==> src/rtl/qspi_master.sv <==
// qspi_master: quad-SPI initiator, one byte per command, sent or received as
// two nibbles (high nibble first), one QCK period per nibble. Every pin is
// driven straight from a flop, so the pins cannot glitch.
//
//   state    | meaning
//   ---------+------------------------------------------------------------
//   IDLE     | bus released (qss=1), waiting for a command
//   SELECT   | qss asserted, setup time before the first nibble
//   LOW0     | qck low, high nibble presented (write) or bus released (read)
//   HIGH0    | qck high, high nibble sampled on the last cycle
//   LOW1     | qck low, low nibble presented
//   HIGH1    | qck high, low nibble sampled on the last cycle
//   SEL_WAIT | qss held low between bytes of a session, waiting for a command
//   DESELECT | qss held low for one more half-period before release
module qspi_master #(
  parameter int CLK_DIV = 4
) (
  input  logic       io_mainClk,
  input  logic       io_asyncReset,
  input  logic       io_cmd_valid,
  output logic       io_cmd_ready,
  input  logic       io_cmd_write,
  input  logic [7:0] io_cmd_data,
  input  logic       io_cmd_last,
  output logic       io_rsp_valid,
  output logic [7:0] io_rsp_data,
  output logic       io_busy,
  output logic       io_qspi_qss,
  output logic       io_qspi_qck,
  output logic [3:0] io_qspi_qd_write,
  output logic [3:0] io_qspi_qd_writeEnable,
  input  logic [3:0] io_qspi_qd_read
);

  localparam int CW = $clog2(CLK_DIV + 1);
  localparam logic [CW-1:0] CNT_LOAD = CW'(CLK_DIV - 1);

  localparam logic [2:0] ST_IDLE     = 3'd0;
  localparam logic [2:0] ST_SELECT   = 3'd1;
  localparam logic [2:0] ST_LOW0     = 3'd2;
  localparam logic [2:0] ST_HIGH0    = 3'd3;
  localparam logic [2:0] ST_LOW1     = 3'd4;
  localparam logic [2:0] ST_HIGH1    = 3'd5;
  localparam logic [2:0] ST_SEL_WAIT = 3'd6;
  localparam logic [2:0] ST_DESELECT = 3'd7;

  logic [2:0]    state_q, state_d;
  logic [CW-1:0] cnt_q, cnt_d;
  logic          write_q, write_d;
  logic [7:0]    data_q, data_d;
  logic          last_q, last_d;
  logic [3:0]    rd_hi_q, rd_hi_d;
  logic          qss_q, qss_d;
  logic          qck_q, qck_d;
  logic [3:0]    qd_q, qd_d;
  logic [3:0]    oe_q, oe_d;
  logic          rsp_valid_q, rsp_valid_d;
  logic [7:0]    rsp_data_q, rsp_data_d;

  logic accept;
  logic phase_done;
  logic state_change;

  assign io_cmd_ready = (state_q == ST_IDLE) || (state_q == ST_SEL_WAIT);
  assign accept       = io_cmd_valid && io_cmd_ready;
  assign phase_done   = (cnt_q == '0);
  assign io_busy      = (state_q != ST_IDLE);

  assign io_qspi_qss            = qss_q;
  assign io_qspi_qck            = qck_q;
  assign io_qspi_qd_write       = qd_q;
  assign io_qspi_qd_writeEnable = oe_q;
  assign io_rsp_valid           = rsp_valid_q;
  assign io_rsp_data            = rsp_data_q;

  // Sequencing: command latch and state transitions.
  always_comb begin
    state_d = state_q;
    write_d = write_q;
    data_d  = data_q;
    last_d  = last_q;
    if (accept) begin
      write_d = io_cmd_write;
      data_d  = io_cmd_data;
      last_d  = io_cmd_last;
    end
    case (state_q)
      ST_IDLE:     if (accept)     state_d = ST_SELECT;
      ST_SELECT:   if (phase_done) state_d = ST_LOW0;
      ST_LOW0:     if (phase_done) state_d = ST_HIGH0;
      ST_HIGH0:    if (phase_done) state_d = ST_LOW1;
      ST_LOW1:     if (phase_done) state_d = ST_HIGH1;
      ST_HIGH1:    if (phase_done) state_d = last_q ? ST_DESELECT : ST_SEL_WAIT;
      ST_SEL_WAIT: if (accept)     state_d = ST_LOW0;
      ST_DESELECT: if (phase_done) state_d = ST_IDLE;
      default:                     state_d = ST_IDLE;
    endcase
  end

  assign state_change = (state_d != state_q);

  // Half-period down-counter, reloaded on every state entry.
  always_comb begin
    if (state_change)       cnt_d = CNT_LOAD;
    else if (cnt_q != '0)   cnt_d = cnt_q - CW'(1);
    else                    cnt_d = cnt_q;
  end

  // Pin values are computed from the next state so they line up with it.
  // QD only moves on LOW-phase entry, giving a full half-period of setup.
  always_comb begin
    qss_d = (state_d == ST_IDLE);
    qck_d = (state_d == ST_HIGH0) || (state_d == ST_HIGH1);
    qd_d  = qd_q;
    oe_d  = oe_q;
    if (state_change && state_d == ST_LOW0) begin
      oe_d = write_d ? 4'hF : 4'h0;
      if (write_d) qd_d = data_d[7:4];
    end else if (state_change && state_d == ST_LOW1) begin
      oe_d = write_d ? 4'hF : 4'h0;
      if (write_d) qd_d = data_d[3:0];
    end else if (state_d != ST_LOW0 && state_d != ST_HIGH0 &&
                 state_d != ST_LOW1 && state_d != ST_HIGH1) begin
      oe_d = 4'h0;
    end
  end

  // Read capture on the last cycle of each high phase; response pulse follows HIGH1.
  always_comb begin
    rd_hi_d = rd_hi_q;
    if (state_q == ST_HIGH0 && phase_done) rd_hi_d = io_qspi_qd_read;
    rsp_valid_d = (state_q == ST_HIGH1) && phase_done && !write_q;
    rsp_data_d  = rsp_valid_d ? {rd_hi_q, io_qspi_qd_read} : rsp_data_q;
  end

  // State and pin registers; reset returns the bus to idle at once.
  always_ff @(posedge io_mainClk or posedge io_asyncReset) begin
    if (io_asyncReset) begin
      state_q     <= ST_IDLE;
      cnt_q       <= CNT_LOAD;
      write_q     <= 1'b0;
      data_q      <= 8'h00;
      last_q      <= 1'b0;
      rd_hi_q     <= 4'h0;
      qss_q       <= 1'b1;
      qck_q       <= 1'b0;
      qd_q        <= 4'h0;
      oe_q        <= 4'h0;
      rsp_valid_q <= 1'b0;
      rsp_data_q  <= 8'h00;
    end else begin
      state_q     <= state_d;
      cnt_q       <= cnt_d;
      write_q     <= write_d;
      data_q      <= data_d;
      last_q      <= last_d;
      rd_hi_q     <= rd_hi_d;
      qss_q       <= qss_d;
      qck_q       <= qck_d;
      qd_q        <= qd_d;
      oe_q        <= oe_d;
      rsp_valid_q <= rsp_valid_d;
      rsp_data_q  <= rsp_data_d;
    end
  end

endmodule

==> config.mk <==
export PLATFORM = sky130hd
export DESIGN_NAME = qspi_master
export DESIGN_NICKNAME = d
export VERILOG_FILES = /design/src/rtl/qspi_master.sv
export SDC_FILE = /design/constraint.sdc
export NUM_CORES = 1
export LEC_CHECK = 0
export ABC_AREA = 1
export CAP_MARGIN = 5
export CELL_PAD_IN_SITES_DETAIL_PLACEMENT = 0
export CELL_PAD_IN_SITES_GLOBAL_PLACEMENT = 1
export CORE_MARGIN = 3
export CORE_UTILIZATION = 40
export CTS_CLUSTER_SIZE = 20
export DETAILED_ROUTE_END_ITERATION = 16
export GPL_ROUTABILITY_DRIVEN = 0
export HOLD_SLACK_MARGIN = 0.03
export PLACE_DENSITY = 0.81
export SKIP_LAST_GASP = 1
export SLEW_MARGIN = 20
export SYNTH_ARGS = -nofsm -noshare
export SYNTH_HDL_FRONTEND = slang
export SYNTH_SLANG_ARGS = --single-unit
export TNS_END_PERCENT = 5
==> constraint.sdc <==
create_clock -name io_mainClk -period 4.4 [get_ports io_mainClk]
set_input_delay 0.66 -clock io_mainClk [delete_from_list [all_inputs] [get_ports io_mainClk]]
set_output_delay 0.66 -clock io_mainClk [all_outputs]
set_load 0.01 [all_outputs]
* Word level (Yosys, flattened, before mapping)
Index checks and enable logic that the tools add are counted.
** Storage, ports and cells
- Flip-flop bits (word level) :: 39
- Memory bits (writable) :: 0
- Bits of input ports :: 17
- Memories kept :: 0
- ROM bits :: 0
- Bits in latches :: 0
- Output and inout port bits :: 21
- Word-level logic and storage cells :: 74
** Cells by class
- Magnitude comparators :: 0
- Mux-type cells :: 22
- Add/subtract/negate cells :: 1
- Div/mod/pow operators :: 0
- Multiply operators :: 0
- Bitwise gates (word level) :: 0
- Eq/ne operators :: 18
- Reduce and logical (&&, ||, !) cells :: 21
- Shifts and indexed selects :: 0
** Operator list (count)
- $mux W4 :: 8
- $mux W3 :: 10
- $pmux W3 S8 :: 1
- $eq A3 B3 Y1 const B :: 6
- $eq A3 B2 Y1 const B :: 4
- $logic_and A1 B1 Y1 :: 9
- $logic_not A3 Y1 :: 3
- $reduce_bool A3 Y1 :: 3
- $mux W8 :: 1
- $ne A3 B2 Y1 const B :: 2
- $ne A3 B3 Y1 const B :: 2
- $ne A2 B2 Y1 const B :: 2
- $reduce_bool A2 Y1 :: 2
- $eq A3 B1 Y1 const B :: 1
- $ne A3 B3 Y1 :: 1
- $reduce_and A3 Y1 :: 1
- $sub A3 B1 Y3 const B :: 1
- $logic_or A1 B1 Y1 :: 2
- $mux W1 :: 2
- $logic_not A1 Y1 :: 1

* Depth between registers and ports, before layout
- Word-level depth :: 12
- Gate-level depth with buffers :: 14
- Depth with buffers taken out :: 14

* Least setup slack after synthesis
OpenSTA, ideal clock, no wires.
- Kind :: reg2reg
- From :: register cnt_q[0]
- To :: register qd_q[0], in the netlist io_qspi_qd_write[0]
- Period minus slack after synthesis :: 1840 ps
- Arrival :: 1722 ps
- Data required time :: 4283 ps
- Cell stages (with the launch flop) :: 13
- Library setup time :: 117 ps
- Path buffers :: 0
- Path slack :: 2560 ps
- Path through :: dfstp_2 > inv_1 > ha_1 > nand2_2 > nand3_2 > nand3_1 > nor2_1 > nor2_4 > nand2_2 > nand2_2 > nand2_1 > nand3_1 > nand2_1
** On the way
- Longest elaborated chain between the ends :: 7
- Elaborated cells between the ends (all ways) :: 18
- Those cells by class :: eq/ne: 5; mux: 8; reduce/logical: 5
** Ends and longest elaborated chain
- start: declaration :: RTL line 48 : logic [CW-1:0] cnt_q, cnt_d;
- start signal: assignment :: RTL line 153 : cnt_q <= cnt_d;
- $logic_not A3 Y1 * :: RTL line 66 : assign phase_done = (cnt_q == '0);
- $mux W3 (tied with other cells) :: RTL line 95 : ST_DESELECT: if (phase_done) state_d = ST_IDLE;
- $pmux W3 S8 * :: RTL line 87 : case (state_q)
- $ne A3 B3 Y1 (tied with other cells) :: RTL line 100 : assign state_change = (state_d != state_q);
- $logic_and A1 B1 Y1 (on tied branches) :: RTL line 119, 116
- $ne A2 B2 Y1 (no source line) or $reduce_bool A2 Y1 (tied branches)
- $reduce_and A3 Y1 (no source line)
- end signal: assignment :: RTL line 160 : qd_q <= qd_d;
- end: declaration :: RTL line 55 : logic [3:0] qd_q, qd_d;
Every way passes the cells marked *; elsewhere a longest branch is shown, timed or not.
A chain may end at the register's enable or synchronous reset.

* Final worst setup path
- From :: register state_q[0]
- To :: output io_cmd_ready
** On the way
- Longest elaborated chain between the ends :: 2
- Elaborated cells between the ends (all ways) :: 3
- Those cells by class :: eq/ne: 1; reduce/logical: 2
** Ends and longest elaborated chain
- start: declaration :: RTL line 47 : logic [2:0] state_q, state_d;
- start signal: assignment :: RTL line 152 : state_q <= state_d;
- $eq A3 B3 Y1 or $logic_not A3 Y1 (tied branches) :: RTL line 64 : assign io_cmd_ready = (state_q == ST_IDLE) || (state_q == ST_SEL_WAIT);
- $logic_or A1 B1 Y1 * :: RTL line 64
- end: declaration :: RTL line 21 : output logic io_cmd_ready,
Marked as above.

==> results.md <==
- Synth warn: 0
- Min-Delay Path Class: reg2reg
- Drt wl/cell: 12.08 µm
- Synth top area share: 0.4596
- Number of synthesized flops with an enable pin: 0
- Max Clock Skew: between 0.004 and 0.005 ns
- Gr ovfl total: 0
- Reg2Reg Depth: 12
- Crit-path max FO: 7
- FP Rows: 23
- Tcrit/Tclk final: 0.5530
- Minimum clock period: 2.433 ns
- Min Hold Slack: a little under 0.5 ns
- Top cells by count, synth: nand2_1, dfrtp_1, inv_1
- Post-synthesis sequential area ratio: 0.5035
- Final core occ: 0.5571
- Pins Over Slew Limit: 0
- Residual DRC: 0
- Sequential power share: 0.343
- CP Data Required Time: 3.74 ns
- Crit-path max cell delay: approximately 0.56 ns
- Hold Path Cell Cnt: 2
- DP Wirelength: 2703 µm
- Post-Syn Area: 1797 µm²
- Initial Util: 0.4306
- Flop-to-flop setup slack: 2.35 ns
- H-tree depth: 2
- WP data arrival: 1.77 ns
- Switch share: 0.3901
- Worst relative slew slack: 0.6503
- Antenna Violating Nets Remaining: 0
- RSZ-0062 raised after global routing: false
- Clock sinks: 36
- Power per cell area: 680.7 nW/µm²
- Clock power frac: 0.201
- Total net switching power: just over 600 µW
- Post-layout net count: 270
- Met3 usage: 0.04408
- Most common cell in the netlist: nand2_1
- Num CTS Buffers: 5
- Drt via density: 4.781
- Largest cells by area after synthesis: dfrtp_1, nand2_1, inv_1
- TritonRoute pass-1 iters: 4
- Post-cts resize count: 0
- Slowest-stage cell, CP: clkdlybuf4s50_1
- CTS Root Cell: clkbuf_8
- Initial antenna violation count: 0
- Setup TNS Final: 0 ns
- Seq cells post-synth: 36
- # diodes: 0
- Worst reg2reg path startpoint: cnt_q[0]
- Final setup violation count: 0
- Die H: 73.02 µm
- Crit path cell chain: inv_2 > nand2_1 > o21ai_4 > clkdlybuf4s50_1
- Maximum capacitance violations: 0
- Vias in the first global route: around 1400
- Mapped Cells: 212
- Status: complete, no violations
- Final hold viol count: 0
- Leakage: 1.166 nW
- Crit path capture: io_cmd_ready
- Insertion delay to the later sink of the worst-skew pair: 0.29 ns
- Post-synth net total: approximately 230
- Logic gate share of total power: 0.456
- Share of flip-flops with an asynchronous set or reset: 1.000
- # IOs: 38
- Gr usage total: 0.1572
- Vias: between 1000 and 1500
- Dominant synthesized flop cell: dfrtp_1
- Port buffer count: 37
- CP Class: reg2out
- Clk pin slew, worst setup/hold paths: approximately 0.070 ns
- Pint: 965.1 µW
- Critical path startpoint: state_q[0]
- Average size of a mapped cell: roughly 8.5 µm²
- Setup bufs post-CTS: 0
- Fmax: ~410 MHz
- Yosys top cell by area: dfrtp_1
- Post-Place Worst Slack: ~2.1 ns
- Distinct cell type count after synthesis: 32
- Max clock buf depth: 2
- DR iter-0 viols: 41
- Hold_buf cts: 0
- Worst-Margin Slew: roughly 0.52 ns
- Met1 global-route usage: 0.2209
- Die X: 73.02 µm
- CTS tree: done
- RR Endpoint: io_qspi_qd_write[3]
- Area growth, synth to finish: 29.39%
- Worst Setup Start Kind: register
- DIE AREA: 5332 µm²
- Max VDD drop: 0.0003295 V
- Met2 Use GR: 0.2294
- Placeable Area: between 4000 and 5000 µm²
- First-pass GRT wire length: about 6400 µm
- Final WL: 3647 µm
- Fin worst setup slack: 1.967 ns
- Share of cells above drive strength 1: 0.1508
- Top Usage Layer GRT: met2
- CP endpoint kind: output pin
- Pin count of the biggest net entering global routing: 37
## metal layers
layer,part of all wire,wire (µm),vias to the layer above
li1,-,-,741
met4,0.016,60,0
met2,0.43,1584,35
met3,0.045,165,8
met5,0,0,-
met1,0.50,1836,660
## layout by cell type (no fill, tap or decap)
cell type / n
o21ai_4: 1
nand4_1: 4
nand2_1: 56
nand3b_1: 1
nand3_1: 17
dfrtp_1: 33
inv_1: 30
nand2_4: 1
nand2_2: 4
nor2_1: 11
ha_1: 2
o21ai_1: 5
buf_4: 1
nor3_1: 1
a21oi_1: 2
nand3_2: 4
inv_2: 5
bufinv_16: 1
xor2_2: 1
clkdlybuf4s50_1: 37
o211ai_1: 1
o21ai_0: 12
a21oi_2: 1
nor2_4: 3
nor2_2: 2
clkbuf_8: 7
xnor2_1: 1
a311oi_1: 1
mux2_2: 1
nand4_2: 1
inv_4: 1
dfstp_2: 3
or2_4: 1
## final cells by class
| cell class | instances | area, µm² |
|---|---|---|
| Multi-Input combinational cell | 134 | 715.7 |
| Clock buffer | 7 | 96.34 |
| Tap cell | 50 | 62.56 |
| Sequential cell | 36 | 904.6 |
| Timing Repair Buffer | 38 | 377.9 |
| Clock inverter | 1 | 30.03 |
| Fill cell | 368 | 1848 |
| Inverter | 36 | 137.6 |
## cells by family after synthesis
family                   synth area share
AO/OA/AOI/OAI                     0.07591
XOR/XNOR                          0.01393
adder cells (fa/ha/maj)           0.01393
buffers and inverters             0.09819
flip-flops                         0.5035
multiplexers                     0.006267
AND/OR/NAND/NOR                    0.2883
## power by group through the flow
stage / combinational, mW / clock, mW / sequential (mW)
final: 0.721 / 0.318 / 0.543
after global placement: 0.729 / 0 / 0.546
after floorplan: 0.505 / 0 / 0.544
after global routing: 0.825 / 0.338 / 0.558
after detailed placement: 0.729 / 0 / 0.546
after CTS: 0.731 / 0.326 / 0.542
## critical path, delay by kind of cell, from the launching register on
family	cells	cell delay, ns
AOI/OAI and AO/OA	1	0.17
DFF	1	0.47
buffers and inverters	2	0.72
and+or+nand+nor	1	0.12
## flip-flops by register name (all words and copies together), names as in the netlist
register                cells
io_qspi_qck                 1
last_q                      1
write_q                     1
io_qspi_qss                 1
io_qspi_qd_write            4
cnt_q                       3
io_rsp_valid                1
io_rsp_data                 8
data_q                      8
io_qspi_qd_writeEnable      1
rd_hi_q                     4
state_q                     3
## through the flow
stage | area (µm²) | power (mW) | instances
after floorplan | 1797 | 1.048 | 212
after CTS | 2325 | 1.599 | 302
after global placement | 2198 | 1.275 | 294
after detailed placement | 2198 | 1.276 | 294
after global routing | 2325 | 1.721 | 302
final | 2325 | 1.582 | 302
## worst min path at each step
stage | startpoint | to | slack, ns
2_1_floorplan | rd_hi_q[0] | io_rsp_data[4] | 0.44
3_3_place_gp | rd_hi_q[2] | io_rsp_data[6] | 0.46
3_5_place_dp | io_rsp_data[5] | io_rsp_data[5] | 0.47
4_1_cts | io_rsp_data[5] | io_rsp_data[5] | 0.49
5_1_grt | io_qspi_qd_write[3] | io_qspi_qd_write[3] | 0.50
6_report | io_rsp_data[5] | io_rsp_data[5] | 0.48
No activity file was read; power rests on OpenSTA's default activity.
